<file path="config.mk">
export PLATFORM = sky130hd
export DESIGN_NAME = vel_sweep_ctrl
export DESIGN_NICKNAME = d
export VERILOG_FILES = /design/src/rtl/vel_sweep_ctrl.sv
export SDC_FILE = /design/constraint.sdc
export NUM_CORES = 1
export LEC_CHECK = 0
export CORE_UTILIZATION = 25
export CTS_BUF_LIST = sky130_fd_sc_hd__clkbuf_2
export DETAILED_ROUTE_END_ITERATION = 12
export GPL_TIMING_DRIVEN = 0
export RECOVER_POWER = 25
export SLEW_MARGIN = 10
export SYNTH_ARGS = -nofsm -noshare
export SYNTH_HDL_FRONTEND = slang
export SYNTH_SLANG_ARGS = --single-unit
</file>
<file path="constraint.sdc">
create_clock -name clk -period 4.7 [get_ports clk]
set_input_delay 0.705 -clock clk [delete_from_list [all_inputs] [get_ports clk]]
set_output_delay 0.705 -clock clk [all_outputs]
set_load 0.005 [all_outputs]
</file>
<file path="src/rtl/vel_sweep_ctrl.sv">
// Velocity-cache front end: sweeps particle IDs 0..N-1 through the cache read port,
// streams (id, velocity) downstream over valid/ready and registers velocity updates
// into the cache write port. Define VEL_RAW_FWD_EN to forward in-flight writes into reads.
module vel_sweep_ctrl #(
  parameter int RD_LAT             = 2,
  parameter int FIFO_DEPTH         = 4,
  parameter int PARTICLE_ID_WIDTH  = 8,
  parameter int FLOAT_STRUCT_WIDTH = 32
) (
  input  logic                          clk,
  input  logic                          rst_n,
  input  logic                          start,
  input  logic [PARTICLE_ID_WIDTH-1:0]  num_particles,
  output logic                          busy,
  output logic                          done,
  output logic [PARTICLE_ID_WIDTH-1:0]  rd_addr,
  input  logic [FLOAT_STRUCT_WIDTH-1:0] cache_vel,
  output logic                          out_valid,
  input  logic                          out_ready,
  output logic [PARTICLE_ID_WIDTH-1:0]  out_id,
  output logic [FLOAT_STRUCT_WIDTH-1:0] out_vel,
  input  logic                          upd_valid,
  input  logic [PARTICLE_ID_WIDTH-1:0]  upd_id,
  input  logic [FLOAT_STRUCT_WIDTH-1:0] upd_vel,
  output logic                          wr_en,
  output logic [PARTICLE_ID_WIDTH-1:0]  wr_addr,
  output logic [FLOAT_STRUCT_WIDTH-1:0] vel_in
);

  localparam int PTR_W = $clog2(FIFO_DEPTH);
  localparam int CNT_W = $clog2(FIFO_DEPTH + 1);
  localparam int LAT_W = $clog2(RD_LAT + 1);

  typedef enum logic [1:0] {IDLE, SWEEP, DRAIN, DONE} state_t;

  typedef struct packed {
    logic [PARTICLE_ID_WIDTH-1:0]  id;
    logic [FLOAT_STRUCT_WIDTH-1:0] vel;
  } entry_t;

  state_t                       state;
  logic [PARTICLE_ID_WIDTH-1:0] n_reg;
  logic [PARTICLE_ID_WIDTH-1:0] next_id;

  logic [RD_LAT-1:0]            pipe_valid;
  logic [PARTICLE_ID_WIDTH-1:0] pipe_id [RD_LAT];

  entry_t                       fifo_mem [FIFO_DEPTH];
  logic [PTR_W-1:0]             wr_ptr;
  logic [PTR_W-1:0]             rd_ptr;
  logic [CNT_W-1:0]             fifo_count;

  logic                          push;
  logic                          pop;
  logic                          issue;
  logic [LAT_W-1:0]              in_flight;
  int                            outstanding;
  logic [FLOAT_STRUCT_WIDTH-1:0] ret_vel;
  entry_t                        head;

  assign push      = pipe_valid[RD_LAT-1];
  assign out_valid = (fifo_count != '0);
  assign pop       = out_valid & out_ready;
  assign head      = fifo_mem[rd_ptr];
  assign out_id    = out_valid ? head.id  : '0;
  assign out_vel   = out_valid ? head.vel : '0;

  // Credits: reads in flight plus buffered entries never exceed the FIFO depth,
  // counting the slot freed by a pop in this same cycle.
  // NOTE: every variable written in always_comb gets a default first, or a latch is inferred.
  always_comb begin
    in_flight = '0;
    for (int i = 0; i < RD_LAT; i++) begin
      in_flight = in_flight + LAT_W'(pipe_valid[i]);
    end
    outstanding = int'(in_flight) + int'(fifo_count) - int'(pop);
    issue       = (state == SWEEP) && (outstanding < FIFO_DEPTH);
  end

`ifdef VEL_RAW_FWD_EN
  logic [RD_LAT-1:0]             pipe_hit;
  logic [FLOAT_STRUCT_WIDTH-1:0] pipe_fwd [RD_LAT];

  always_ff @(posedge clk or negedge rst_n) begin
    if (!rst_n) begin
      pipe_hit <= '0;
    end else begin
      pipe_hit[0] <= 1'b0;
      for (int i = 1; i < RD_LAT; i++) begin
        pipe_hit[i] <= pipe_hit[i-1] |
                       (wr_en && pipe_valid[i-1] && (wr_addr == pipe_id[i-1]));
      end
    end
  end

  // The newest write seen while a read is in flight wins over the cache result.
  always_ff @(posedge clk) begin
    pipe_fwd[0] <= vel_in;
    for (int i = 1; i < RD_LAT; i++) begin
      if (wr_en && pipe_valid[i-1] && (wr_addr == pipe_id[i-1])) begin
        pipe_fwd[i] <= vel_in;
      end else begin
        pipe_fwd[i] <= pipe_fwd[i-1];
      end
    end
  end

  always_comb begin
    ret_vel = cache_vel;
    if (wr_en && (wr_addr == pipe_id[RD_LAT-1])) begin
      ret_vel = vel_in;
    end else if (pipe_hit[RD_LAT-1]) begin
      ret_vel = pipe_fwd[RD_LAT-1];
    end
  end
`else
  assign ret_vel = cache_vel;
`endif

  // NOTE: sequential state uses non-blocking assignments so every register samples pre-edge values.
  always_ff @(posedge clk or negedge rst_n) begin
    if (!rst_n) begin
      pipe_valid <= '0;
    end else begin
      pipe_valid[0] <= issue;
      for (int i = 1; i < RD_LAT; i++) begin
        pipe_valid[i] <= pipe_valid[i-1];
      end
    end
  end

  // NOTE: ID payloads and FIFO storage carry no reset; their valid bits and counters do.
  always_ff @(posedge clk) begin
    pipe_id[0] <= next_id;
    for (int i = 1; i < RD_LAT; i++) begin
      pipe_id[i] <= pipe_id[i-1];
    end
    if (push) begin
      fifo_mem[wr_ptr] <= '{id: pipe_id[RD_LAT-1], vel: ret_vel};
    end
  end

  always_ff @(posedge clk or negedge rst_n) begin
    if (!rst_n) begin
      wr_ptr     <= '0;
      rd_ptr     <= '0;
      fifo_count <= '0;
    end else begin
      if (push) wr_ptr <= wr_ptr + 1'b1;
      if (pop)  rd_ptr <= rd_ptr + 1'b1;
      case ({push, pop})
        2'b10:   fifo_count <= fifo_count + 1'b1;
        2'b01:   fifo_count <= fifo_count - 1'b1;
        default: fifo_count <= fifo_count;
      endcase
    end
  end

  always_ff @(posedge clk or negedge rst_n) begin
    if (!rst_n) begin
      state   <= IDLE;
      n_reg   <= '0;
      next_id <= '0;
      rd_addr <= '0;
      busy    <= 1'b0;
      done    <= 1'b0;
    end else begin
      done <= 1'b0;
      case (state)
        IDLE: begin
          if (start) begin
            n_reg   <= num_particles;
            next_id <= '0;
            busy    <= 1'b1;
            if (num_particles == '0) begin
              state <= DONE;
              done  <= 1'b1;
            end else begin
              state <= SWEEP;
            end
          end
        end
        SWEEP: begin
          if (issue) begin
            rd_addr <= next_id;
            next_id <= next_id + 1'b1;
            if (next_id == n_reg - 1'b1) state <= DRAIN;
          end
        end
        DRAIN: begin
          // Finish once nothing is in flight and the last buffered entry leaves now.
          if ((in_flight == '0) && (fifo_count == CNT_W'(pop))) begin
            state <= DONE;
            done  <= 1'b1;
          end
        end
        DONE: begin
          state <= IDLE;
          busy  <= 1'b0;
        end
        default: state <= IDLE;
      endcase
    end
  end

  always_ff @(posedge clk or negedge rst_n) begin
    if (!rst_n) begin
      wr_en   <= 1'b0;
      wr_addr <= '0;
      vel_in  <= '0;
    end else begin
      wr_en <= upd_valid;
      if (upd_valid) begin
        wr_addr <= upd_id;
        vel_in  <= upd_vel;
      end
    end
  end

  a_no_overflow: assert property (@(posedge clk) disable iff (!rst_n)
    !(push && (fifo_count == CNT_W'(FIFO_DEPTH)) && !pop));

endmodule

</file>
Word level (Yosys, flattened, before mapping)
Memory sizes are Yosys's and may differ from the RTL's. Cells that the tools add are included.

Output and inout bits: 92. Logic and storage cells: 71. Memories: 2. Register bits after elaboration: 78. Input bits: 85. Memory bits (writable): 176.

Bitwise operators: 1. Eq/ne operators: 11. $add $sub $neg: 9. Multiplexer cells: 20. Order comparisons: 1. Reductions and logical operators: 14.

Memory list: fifo_mem (depth 4, width 40, read ports 1, clocked after memory_dff 0, write ports 1, RTL line 48) `entry_t fifo_mem [FIFO_DEPTH];`; pipe_id (depth 2, width 8, read ports 2, clocked after memory_dff 0, write ports 2, RTL line 46) `logic [PARTICLE_ID_WIDTH-1:0] pipe_id [RD_LAT];`.

Operator list (number): 2-to-1 mux 32 bit (1); 2-to-1 mux 8 bit (3); case mux 8 bit (2 select lines) (1); 2-to-1 mux 2 bit (5); adder 8 x 1 -> 8 bit (second input constant) (1); equality test 8 bit (1); logical NOT 8 bit (1); case mux 2 bit (4 select lines) (1); subtractor 8 x 1 -> 8 bit (second input constant) (1); equality test 2 bit (second input constant) (3); 2-to-1 mux 1 bit (6); inequality test 2 bit (second input constant) (3); case mux 3 bit (2 select lines) (1); AND reduction 2 bit (3); nonzero test 2 bit (3); less-than comparator 5 x 4 -> 1 bit (second input constant) (1); subtractor 4 x 1 -> 5 bit (1); adder 2 x 1 -> 2 bit (second input constant) (2); adder 2 x 3 -> 4 bit (1); equality test 2 x 1 -> 1 bit (second input constant) (2); logical NOT 2 bit (2); case mux 1 bit (2 select lines) (2); AND reduction 4 bit (1); adder 3 x 1 -> 3 bit (second input constant) (1); 8 further kinds (9).

Logic depth before layout (Yosys ltp)
Depth after elaboration: 7. Depth in mapped cells: 13. Mapped depth without buffers: 12.

Worst setup path before layout
Ideal clock, no wire load.

Path type: input to register. From: in out_ready. To: reg rd_addr[0]. Stages on the path: 9. Arrival: 2.541 ns. Setup slack: 2.034 ns. Required time: 4.575 ns. Library setup time: 0.125 ns. Buffers on the path: 1. Cells stage by stage: and2_1 -> ha_1 -> inv_1 -> ha_1 -> nand3b_1 -> and3_1 -> o31ai_2 -> buf_2 -> mux2_2.

Longest elaborated chain between the ends: 5.

Ends and longest elaborated chain: start: declaration (RTL line 19) `input logic out_ready,`; AND 1 bit (RTL line 63) `assign pop = out_valid & out_ready;`; subtractor 4 x 1 -> 5 bit (RTL line 76) `outstanding = int'(in_flight) + int'(fifo_count) - int'(pop);`; less-than comparator 5 x 4 -> 1 bit (RTL line 77) `issue = (state == SWEEP) && (outstanding < FIFO_DEPTH);`; logical AND 1 bit (RTL line 77); AND reduction 2 bit (no source line); end signal: assignment (RTL line 185) `rd_addr <= next_id;`; end: declaration (RTL line 16) `output logic [PARTICLE_ID_WIDTH-1:0] rd_addr,`.

Every way passes these cells. A chain may end at the register's enable or synchronous reset.

Worst setup path in the final report
From: reg rd_ptr[0]. To: out out_id[6].

Longest elaborated chain between the ends: 2.

Ends and longest elaborated chain: start: declaration (RTL line 50) `logic [PTR_W-1:0] rd_ptr;`; start signal: assignment (RTL line 150) `if (pop) rd_ptr <= rd_ptr + 1'b1;`; memory (4 x 40 bit); 2-to-1 mux 8 bit (RTL line 65) `assign out_id = out_valid ? head.id : '0;`; end: declaration (RTL line 20) `output logic [PARTICLE_ID_WIDTH-1:0] out_id,`.

Every way passes these cells.

==> flow_summary.json <==
{
  "grt_pass1_vias": 6445,
  "status": "finished, final reports clean",
  "avgSynthCellArea_sq_um": 17.1,
  "synth-main-ff-cell": "edfxtp_1",
  "portBuffers": 175,
  "seq_power_share_pct": 40.7,
  "synth-edff-count": 160,
  "std_cell_rows": 73,
  "cap_violations": 0,
  "fin_skew_ps": 87.5,
  "start_util_pct": 25.5,
  "fmax_mhz": 264,
  "largestRegisters": "fifo_mem (160), vel_in (32), pipe_id (16)",
  "ioPinCount": 177,
  "syn_area_sq_um": 10200,
  "slew_violations": 0,
  "clk-insertion-delay-late_ps": 850,
  "yosysMostFrequentCell": "edfxtp_1",
  "setup_violations": 0,
  "setup_tns_ps": 0,
  "drt-total-wl_um": 22000,
  "irDropWorstVdd_v": 0.000214,
  "clkTransAtPathRegs_ps": 90,
  "criticalPathCategory": "register to output port",
  "clock-sinks": 254,
  "hold_viol": 0,
  "die_w_um": 204,
  "syn_to_final_growth_pct": 31.5,
  "top_register": "fifo_mem",
  "rsz0062_at_grt": "no",
  "synth_top_cell_by_area": "edfxtp_1",
  "relSlewSlack_pct": 53.5,
  "wire_per_inst_um": 15.4,
  "timing.hold.ws_ps": 278,
  "drt_iter0_drc": 217,
  "synth_cell_types": 50,
  "intPower_mw": 4.63,
  "cts_resized": 0,
  "antenna_found_initial": 1,
  "largest_reg_flops": 160,
  "power_frac_comb_pct": 35.5,
  "htree_levels": 3,
  "yosysSeqAreaShare_pct": 69.6,
  "swShare_pct": 31.2,
  "pwr-share-clk_pct": 23.8,
  "final.min_clock_period_ps": 3790,
  "via_per_inst": 4.19,
  "p_leak_nw": 4.91,
  "tightest_slew_ps": 697,
  "seqCellArea_sq_um": 7080,
  "required_ps": 3990,
  "core-area_sq_um": 39900,
  "stdcell_area_sq_um": 13400,
  "placed_area_sq_um": 12700,
  "netlist_instances": 593,
  "async_flop_share_pct": 30.7,
  "cts_max_path_buffers": 3,
  "n_fill_cell": 3924,
  "dieArea_sq_um": 41500,
  "fin_crit_sh_pct": 80.6,
  "synth.top_cells.by_area": "edfxtp_1 47%, dfrtp_1 19%, mux4_2 8.9%",
  "nets": 950,
  "ctsHoldBuffers": 1,
  "cts-buffers-inserted": 70,
  "dr.pass1.iters": 4,
  "drtAntennaViolNets": 0,
  "worstSetupEndpointType": "output port",
  "grt_overflow_total": 0,
  "grt_pass1_wl_um": 35100,
  "start_kind": "register",
  "cp_max_fo": 10,
  "synth_top_cell_area_share_pct": 47.3,
  "cts_tree": "yes",
  "grt_usage_pct": 10.9,
  "p_sw_mw": 2.10,
  "die_y_um": 204,
  "grt_max_degree": 43,
  "cp_data_arrival_time_ps": 3080,
  "yosys_register_bits": 254,
  "dp_hpwl_um": 14900,
  "gp_congestion": 0.724,
  "min_path_type": "register to register",
  "multiInputGateArea_sq_um": 2870,
  "synthTopCellsByCount": "160 x edfxtp_1, 78 x dfrtp_1, 54 x mux2_2",
  "synth_nets": 697,
  "drive_above_1_share_pct": 25.3,
  "post_cts_buffers": 0,
  "cts-root-buf": "clkbuf_2",
  "power_density_nw_per_um2": 503,
  "route.detailed.drc": 0,
  "yosys_warnings": 0,
  "vias": 5965
}
## layer usage
layer,vias to the layer above,part of all wire [%],track usage [%]
li1,2777,-,-
met1,2920,44,13.3
met2,229,45,17.1
met3,39,9.1,4.83
met4,0,1.9,4.05
met5,-,0,0
## kinds of logic (layout without fill, tap and decap cells)
logic type	after synthesis	count (layout)	share of synthesized area, %
AO/OA/AOI/OAI	32	32	2.29
buffers and inverters	54	358	2.15
flip-flops	254	254	69.6
adder cells (fa/ha/maj)	19	19	2.41
other	0	2	0
XOR/XNOR	19	19	1.64
AND/OR/NAND/NOR	116	116	6.50
multiplexers	99	99	15.4
## final timing paths
kind | startpoint | cells after the start | slack [ps] | endpoint
worst min register to register | pipe_id[0][2]$_DFF_P_ | 0 | 280 | pipe_id[0][10]$_DFF_P_
worst max register to register | fifo_count[2]$_DFFE_PN0P_ | 11 | 1370 | rd_addr[7]$_DFFE_PN0P_
min in group asynchronous | rst_n | 2 | 420 | vel_in[18]$_DFFE_PN0P_
max in group asynchronous | rst_n | 3 | 3640 | rd_addr[4]$_DFFE_PN0P_
worst max-delay path | rd_ptr[0]$_DFFE_PN0P_ | 5 | 910 | out_id[6]
worst min-delay path | pipe_id[0][2]$_DFF_P_ | 0 | 280 | pipe_id[0][10]$_DFF_P_
## final cells by class
| cell class | count | share of cell area (%) |
|---|---|---|
| inverter | 27 | 0.759 |
| antenna | 2 | 0.0375 |
| timing repair buffer | 181 | 14.0 |
| buffer | 27 | 0.880 |
| clock inverter | 24 | 1.22 |
| multi-input combinational | 285 | 21.5 |
| tap | 525 | 4.92 |
| sequential | 254 | 53.0 |
| clock buffer | 99 | 3.71 |
## metrics by stage
stage	instances	utilization, %	setup slack (ps)	power (mW)
after floorplan	593	-	2030	4.15
after global placement	1293	31.5	-118	5.20
after detailed placement	1298	31.8	1110	5.24
after CTS	1422	33.5	716	6.88
after global routing	1424	33.5	597	7.21
final	1424	33.5	913	6.72
## power by group through the flow
stage          registers [mW]  logic [mW]  clock network, mW
2_1_floorplan            2.76        1.39                  0
3_3_place_gp             2.79        2.41                  0
3_5_place_dp             2.79        2.45                  0
4_1_cts                  2.74        2.46               1.68
5_1_grt                  2.77        2.64               1.79
6_report                 2.74        2.39               1.60
## placed cells by master, fill, tap and decap left out, types with 5 or more instances in the layout
cell type,n
edfxtp_1,160
clkdlybuf4s50_1,141
clkbuf_2,99
dfrtp_1,78
mux2_2,54
and2_1,41
mux4_2,40
dlygate4sd3_1,34
inv_1,27
ha_1,18
dfxtp_1,16
nand2_1,15
nor2_1,15
clkinv_1,15
xnor2_1,14
clkbuf_1,13
nand3_1,7
buf_2,7
a21oi_1,7
nand4_1,7
o21ai_0,7
buf_1,6
nor3b_1,5
xor2_1,5
## critical path, cell delays in order, from the launching register on
cell and delay [ps]:
dfrtp_1 330, clkbuf_1 280, buf_2 410, mux4_2 540, and2_1 180, clkdlybuf4s50_1 500
No activity file was read; power rests on OpenSTA's default activity.
